==> src/rtl/cache_ctrl.sv <==
// cache_ctrl: CPU-side controller for a 2-way set-associative data cache.
// A CPU request becomes a cache lookup. A hit completes in the following cycle.
// A miss first writes a dirty victim line back to memory, then refills the line
// word by word, and finally re-issues the held request so that it hits.
module cache_ctrl #(
    parameter int unsigned ADDR_BITS       = 32,
    parameter int unsigned TAG_BITS        = 23,
    parameter int unsigned SET_INDEX_WIDTH = 5,
    parameter int unsigned LINE_WORDS      = 4
) (
    input  logic                 clk,
    input  logic                 rst,
    input  logic [ADDR_BITS-1:0] addr_rw,
    input  logic                 en_r,
    input  logic                 en_w,
    input  logic [2:0]           u_b_h_w,
    input  logic [31:0]          data_w,
    output logic [31:0]          data_r,
    output logic                 stall,
    output logic [ADDR_BITS-1:0] cache_addr,
    output logic                 cache_load,
    output logic                 cache_edit,
    output logic                 cache_store,
    output logic [2:0]           cache_u_b_h_w,
    output logic [31:0]          cache_din,
    input  logic [31:0]          cache_dout,
    input  logic                 cache_hit,
    input  logic                 cache_valid,
    input  logic                 cache_dirty,
    input  logic [TAG_BITS-1:0]  cache_tag,
    output logic                 mem_cs_o,
    output logic                 mem_we_o,
    output logic [ADDR_BITS-1:0] mem_addr_o,
    output logic [31:0]          mem_data_o,
    input  logic [31:0]          mem_data_i,
    input  logic                 mem_ack_i
);

    localparam int unsigned WORD_SEL_BITS = $clog2(LINE_WORDS);
    localparam int unsigned LINE_LSB      = WORD_SEL_BITS + 2;
    localparam int unsigned INDEX_MSB     = LINE_LSB + SET_INDEX_WIDTH - 1;
    localparam logic [WORD_SEL_BITS-1:0] LAST_WORD = WORD_SEL_BITS'(LINE_WORDS - 1);
    localparam logic [2:0] ACC_WORD = 3'b010;

    typedef enum logic [1:0] {
        S_IDLE = 2'd0,
        S_TAG  = 2'd1,
        S_BACK = 2'd2,
        S_FILL = 2'd3
    } state_e;

    state_e                     state_q, state_d;
    logic [WORD_SEL_BITS-1:0]   word_cnt_q, word_cnt_d;
    logic                       bubble_q, bubble_d;
    logic [TAG_BITS-1:0]        victim_tag_q, victim_tag_d;
    logic [31:0]                rdata_q, rdata_d;

    logic                       req_c;
    logic                       hit_done_c;
    logic [SET_INDEX_WIDTH-1:0] index_c;
    logic [ADDR_BITS-1:0]       back_addr_c;
    logic [ADDR_BITS-1:0]       fill_addr_c;

    assign req_c       = en_r | en_w;
    assign hit_done_c  = (state_q == S_TAG) && cache_hit;
    assign index_c     = addr_rw[INDEX_MSB:LINE_LSB];
    assign back_addr_c = {victim_tag_q, index_c, word_cnt_q, 2'b00};
    assign fill_addr_c = {addr_rw[ADDR_BITS-1:LINE_LSB], word_cnt_q, 2'b00};

    // CPU-facing handshake: freeze until the lookup reports a hit; read data is
    // forwarded in the completing cycle and held afterwards.
    always_comb begin
        stall  = rst && req_c && !hit_done_c;
        data_r = (hit_done_c && en_r) ? cache_dout : rdata_q;
    end

    // State register and transfer bookkeeping.
    always_ff @(posedge clk or negedge rst) begin
        if (!rst) begin
            state_q      <= S_IDLE;
            word_cnt_q   <= '0;
            bubble_q     <= 1'b0;
            victim_tag_q <= '0;
            rdata_q      <= '0;
        end else begin
            state_q      <= state_d;
            word_cnt_q   <= word_cnt_d;
            bubble_q     <= bubble_d;
            victim_tag_q <= victim_tag_d;
            rdata_q      <= rdata_d;
        end
    end

    // Next state plus cache and memory strobes for the current phase.
    always_comb begin
        state_d       = state_q;
        word_cnt_d    = word_cnt_q;
        bubble_d      = 1'b0;
        victim_tag_d  = victim_tag_q;
        rdata_d       = rdata_q;
        cache_addr    = '0;
        cache_load    = 1'b0;
        cache_edit    = 1'b0;
        cache_store   = 1'b0;
        cache_u_b_h_w = 3'b000;
        cache_din     = 32'h0;
        mem_cs_o      = 1'b0;
        mem_we_o      = 1'b0;
        mem_addr_o    = '0;
        mem_data_o    = 32'h0;

        case (state_q)
            S_IDLE: begin
                if (rst && req_c) begin
                    cache_addr    = addr_rw;
                    cache_load    = en_r;
                    cache_edit    = en_w && !en_r;
                    cache_din     = data_w;
                    cache_u_b_h_w = u_b_h_w;
                    state_d       = S_TAG;
                end
            end

            S_TAG: begin
                if (cache_hit) begin
                    if (en_r) begin
                        rdata_d = cache_dout;
                    end
                    state_d = S_IDLE;
                end else begin
                    victim_tag_d = cache_tag;
                    word_cnt_d   = '0;
                    if (cache_valid && cache_dirty) begin
                        // First write-back cycle only presents the victim address.
                        bubble_d = 1'b1;
                        state_d  = S_BACK;
                    end else begin
                        state_d  = S_FILL;
                    end
                end
            end

            S_BACK: begin
                // No strobe: the cache just reads out the victim word.
                cache_addr = back_addr_c;
                if (!bubble_q) begin
                    mem_cs_o   = 1'b1;
                    mem_we_o   = 1'b1;
                    mem_addr_o = back_addr_c;
                    mem_data_o = cache_dout;
                    if (mem_ack_i) begin
                        if (word_cnt_q == LAST_WORD) begin
                            word_cnt_d = '0;
                            state_d    = S_FILL;
                        end else begin
                            word_cnt_d = word_cnt_q + 1'b1;
                            bubble_d   = 1'b1;
                        end
                    end
                end
            end

            S_FILL: begin
                if (!bubble_q) begin
                    mem_cs_o   = 1'b1;
                    mem_addr_o = fill_addr_c;
                    if (mem_ack_i) begin
                        cache_store   = 1'b1;
                        cache_addr    = fill_addr_c;
                        cache_din     = mem_data_i;
                        cache_u_b_h_w = ACC_WORD;
                        if (word_cnt_q == LAST_WORD) begin
                            word_cnt_d = '0;
                            state_d    = S_IDLE;
                        end else begin
                            word_cnt_d = word_cnt_q + 1'b1;
                            bubble_d   = 1'b1;
                        end
                    end
                end
            end

            default: state_d = S_IDLE;
        endcase
    end

endmodule

==> config.mk <==
export PLATFORM = sky130hd
export DESIGN_NAME = cache_ctrl
export DESIGN_NICKNAME = d
export VERILOG_FILES = /design/src/rtl/cache_ctrl.sv
export SDC_FILE = /design/constraint.sdc
export NUM_CORES = 1
export LEC_CHECK = 0
export ABC_AREA = 1
export CAP_MARGIN = 20
export CORE_AREA = 2 2 129 131
export DETAILED_ROUTE_END_ITERATION = 7
export DIE_AREA = 0 0 131 133
export PLACE_DENSITY = 0.67
export SKIP_CTS_REPAIR_TIMING = 1
export SYNTH_ARGS = -nofsm -noshare
export SYNTH_HDL_FRONTEND = slang
export SYNTH_SLANG_ARGS = --single-unit
==> constraint.sdc <==
create_clock -name clk -period 1.95 [get_ports clk]
set_input_delay 0.39 -clock clk [delete_from_list [all_inputs] [get_ports clk]]
set_output_delay 0.39 -clock clk [all_outputs]
set_load 0.02 [all_outputs]
Word level (Yosys, flattened, before mapping)
Cells that the tools add are included.
W data, S select, Z words.
- flip-flop bits (word level): 60
- bits of input ports: 162
- output and inout port bits: 169
- $add $sub $neg: 1
- equal/unequal tests: 14
- muxes and demuxes: 49
- bitwise logic cells: 2
- reductions and logical operators: 15
- operators by type and width (kind ; count):
    $mux W32 ; 11
    $pmux W32 S2 ; 2
    $pmux W32 S3 ; 1
    $mux W2 ; 14
    $ne A2 B2 Y1 const B ; 9
    $mux W1 ; 16
    $pmux W2 S4 ; 1
    $reduce_and A7 Y1 ; 1
    $eq A2 B2 Y1 const B ; 3
    $logic_and A1 B1 Y1 ; 6
    $pmux W3 S2 ; 1
    $pmux W2 S2 ; 1
    $reduce_and A4 Y1 ; 1
    $mux W3 ; 1
    $reduce_and A3 Y1 ; 1
    $add A2 B1 Y2 const B ; 1
    $eq A2 B1 Y1 const B ; 1
    $logic_not A1 Y1 ; 2
    $logic_not A2 Y1 ; 1
    $ne A2 B1 Y1 const B ; 1
    $pmux W1 S2 ; 1
    $reduce_and A2 Y1 ; 1
    $reduce_bool A2 Y1 ; 1
    $reduce_or A2 Y1 ; 1
    2 further kinds ; 2

Depth between registers and ports, before layout
- word-level depth: 5
- mapped depth: 10

Worst setup path after synthesis
OpenSTA, ideal clock, no wires.
- path kind: reg2out
- start point: reg (tool-made name)
- end point: out data_r[21]
- arrival: 1.760 ns
- data required time: 1.560 ns
- slack: -0.200 ns
- stages on the path, launching flop included: 9
- cells stage by stage: dfrtp_1 -> inv_1 -> ha_1 -> nand2_1 -> inv_1 -> nand2_1 -> buf_4 -> clkbuf_1 -> o21ai_0
- RTL lines (what ; RTL line ; RTL):
    end, declared ; 18 ; output logic [31:0] data_r,

Final worst setup path
- start point: reg state_q[0]
- end point: out cache_din[27]
- longest elaborated chain between the ends: 2
- elaborated cells on any way between the ends: 3
- ends and longest elaborated chain (what ; RTL line ; RTL):
    start, declared ; 52 ; state_e state_q, state_d;
    start signal, assigned ; 86 ; state_q <= state_d;
    $eq A2 B2 Y1 or $logic_not A2 Y1 (tied branches) ; 112 ; case (state_q)
    $pmux W32 S2 * ; 112 ;
    end, declared ; 25 ; output logic [31:0] cache_din,
Mark *: on every way between the ends. The rest lies on a longest branch, timed or not.

==> insert_results.sql <==
INSERT INTO impl_metrics (metric_group, metric, value, unit) VALUES
('status', 'status', 'finished with violations', ''),
('status', 'violations', 'setup timing', ''),
('critical_path', 'critical_path.cell_chain', 'buf_12 -> ha_4 -> inv_2 -> nor2_4 -> nand2_4 -> clkinv_8 -> clkbuf_16 -> nand2_1 -> a21oi_2 -> buf_4', ''),
('yosys', 'synth.yosys.warnings', '0', ''),
('layout', 'postLayoutCellArea', '9110', 'um^2'),
('timing', 'setup_slack', '-431', 'ps'),
('layout', 'layout-drive-gt1-share', '0.355', ''),
('timing', 'final_setup_violations', '166', ''),
('clock_tree', 'insertion_delay', '330', 'ps'),
('die', 'initial_utilization', '0.269', ''),
('clock_tree', 'cts.root.buffer_cell', 'clkbuf_16', ''),
('yosys', 'async_flop_share', '1.00', ''),
('drt', 'wirelength', '21500', 'um'),
('layout', 'synthToLayoutAreaGrowth', '109', '%'),
('die', 'io_pins', '331', ''),
('drt', 'drt_pass1_iterations', '4', ''),
('critical_path', 'worst_ep_required_time', '1560', 'ps'),
('timing', 'clk_skew', '4.66', 'ps'),
('grt', 'antenna_found_initial', '3', ''),
('critical_path', 'timing.critical_path.to_type', 'primary output', ''),
('power_and_ir_drop', 'ir_worst_vdd', '0.650', 'mV'),
('timing', 'hold_violations_final', '0', ''),
('yosys', 'yosys_most_used_dff', 'dfrtp_1', ''),
('clock_tree', 'clock_path_buffers', '2', ''),
('run', 'max_cap_violations', '0', ''),
('die', 'core_outline_area', '16200', 'um^2'),
('layout', 'postLayoutCoreUtil', '0.564', ''),
('yosys', 'cell_types_with_the_highest_counts_after_synthesis', 'nand2_1, o21ai_0, nor2_1', ''),
('yosys', 'synth_seq_cells', '60', ''),
('timing', 'ratio_of_final_minimum_period_to_clock_period', '1.22', ''),
('yosys', 'synth_edf_count', '0', ''),
('drt', 'vias_per_cell', '4.72', ''),
('critical_path', 'cp_data_arrival_time', '1990', 'ps'),
('layout', 'fillers', '1545', ''),
('grt', 'first_global_vias', '5615', ''),
('grt', 'pin_count_of_the_biggest_net_entering_global_routing', '61', ''),
('power_and_ir_drop', 'power_density', '1200', 'nW/um^2'),
('yosys', 'synth_seq_area_share', '0.345', ''),
('power_and_ir_drop', 'power_leakage', '4.60', 'nW'),
('yosys', 'syn_avg_cell_area', '6.36', 'um^2'),
('timing', 'timing.final.max_slew_violations', '0', ''),
('die', 'fp.dieArea', '17400', 'um^2'),
('yosys', 'post_synth_num_cell_types', '24', ''),
('die', 'floorplan.rows', '47', ''),
('yosys', 'synth.most_common_cell', 'nand2_1', ''),
('critical_path', 'worst_setup_path_start_kind', 'register', ''),
('timing', 'unrepaired_setup_endpoints_after_global_routing', 'yes', ''),
('timing', 'final.min_clock_period', '2380', 'ps'),
('die', 'fp.dieH', '133', 'um'),
('clock_tree', 'clock_sink_count', '60', ''),
('timing', 'fmaxAchievable', '420', 'MHz'),
('drt', 'drt.antenna.violating_nets', '0', ''),
('die', 'die_x', '131', 'um'),
('grt', 'globalRouteOverflowTotal', '0', ''),
('critical_path', 'critPathMaxFanout', '6', ''),
('yosys', 'yosysTopAreaCell', 'dfrtp_1', ''),
('drt', 'drtIter0Drc', '282', ''),
('clock_tree', 'ctsHtreeMaxLevel', '3', ''),
('timing', 'timing.hold.ws', '306', 'ps'),
('timing', 'worst-slew-pin-transition', '831', 'ps'),
('place', 'dp_hpwl', '16100', 'um'),
('power_and_ir_drop', 'p_total', '11.0', 'mW'),
('drt', 'routed-via-count', '6089', ''),
('grt', 'global_route_wire_length_before_repair', '29700', 'um'),
('layout', 'numnets_final', '1234', ''),
('yosys', 'synth_cells', '684', ''),
('yosys', 'synthDominantCellAreaShare', '0.345', ''),
('grt', 'grt_util_all_layers', '0.223', ''),
('critical_path', 'cp_slowest_stage_delay', '420', 'ps'),
('yosys', 'area_of_the_mapped_netlist', '4350', 'um^2'),
('timing', 'max_slew_margin', '0.446', ''),
('timing', 'setup_tns', '-50780', 'ps'),
('critical_path', 'critical-path-slowest-cell', 'dfrtp_2', ''),
('drt', 'remaining_drc_errors', '0', ''),
('yosys', 'synth.top_cells.by_area', 'dfrtp_1, nand2_1, o21ai_0', ''),
('place', 'gpl.final_weighted_congestion', '0.846', ''),
('critical_path', 'timing_worst_setup_path_type', 'register to primary output', ''),
('place', 'io_buffer_count', '328', ''),
('clock_tree', 'cts_inserted_buffers', '9', ''),
('place', 'place_area', '8600', 'um^2'),
('clock_tree', 'tritoncts_clock_tree', 'yes', ''),
('hold_path', 'holdCritPathClass', 'input pin to asynchronous set/reset pin', ''),
('clock_tree', 'worst_setup_hold_path_clk_slew', '50', 'ps'),
('drt', 'drt-wirelength-per-cell', '16.7', 'um');
[cells by family after synthesis]
group | after synthesis | share of synthesized area
and+or+nand+nor | 352 | 0.320
AOI/OAI and AO/OA | 154 | 0.201
buffers and inverters | 108 | 0.107
DFF | 60 | 0.345
adders and majority gates | 9 | 0.0259
other | 1 | 0.000862
[registers in the layout (all words and copies together) (netlist names), named ones only]
name / count
bubble_q: 1
word_cnt_q: 2
state_q: 1
rdata_q: 32
victim_tag_q: 23
[layout make-up]
class                   count  area (um^2)  share of cell area
flip-flops and latches     60         1500               0.165
multi-input cells         517         2840               0.312
well taps                 220          275              0.0302
repair buffers            416         3980               0.436
clock buffers              10          229              0.0251
clock inverters             5         53.8             0.00590
inverters                  59          234              0.0257
diodes                      2         5.00            0.000549
[stage by stage]
step           cells  setup slack (ps)
6_report        1289              -431
5_1_grt         1289              -522
4_1_cts         1272              -945
3_5_place_dp    1257              -753
3_3_place_gp    1257              -689
2_1_floorplan    685             -86.6
[power by group]
part	total (mW)	internal (mW)	leakage, nW	switching (mW)
clock network	1.55	0.977	0.142	0.574
logic	7.29	3.15	3.71	4.14
registers	2.14	1.82	0.749	0.320
total	11.0	5.94	4.60	5.04
[worst max-delay path: cells and delay by family, from the launching register on]
family                   cells  cell delay [ps]
adder cells (fa/ha/maj)      1              120
flip-flops                   1              420
AO/OA/AOI/OAI                1              150
AND/OR/NAND/NOR              3              400
buffers and inverters        5              560
[layer usage]
| metal | global-route usage | part of all wire |
|---|---|---|
| met5 | 0 | 0 |
| met4 | 0.0928 | 0.032 |
| met3 | 0.0643 | 0.085 |
| met2 | 0.393 | 0.52 |
| met1 | 0.247 | 0.36 |
[cell usage in the layout, fill, tap and decap left out, drive strengths merged]
cell           instances
clkdlybuf4s50        160
inv                   57
nand4                  3
a21oi                 61
diode                  2
nand2                240
or2                    1
dlymetal6s2s          16
clkbuf                62
a32o                  21
ha                     9
buf                  188
bufinv                 1
nand3                 31
nor3                   5
nor2                  72
conb                   2
o21ai                 72
clkinv                 6
dfrtp                 60
[worst paths after layout]
check	start	slack (ps)	depth (start not counted)	to
hold reg to reg	rdata_q[8]$_DFFE_PN0P_	480	2	rdata_q[8]$_DFFE_PN0P_
max in group asynchronous	rst	1070	2	state_q[0]$_DFFE_PN0P_
min in group clk	rdata_q[8]$_DFFE_PN0P_	480	2	rdata_q[8]$_DFFE_PN0P_
hold / removal	rst	310	2	rdata_q[9]$_DFFE_PN0P_
setup reg to reg	register	120	11	register
setup / recovery	state_q[0]$_DFFE_PN0P_	-430	10	cache_din[27]
Power figures use the tool's default switching activity.
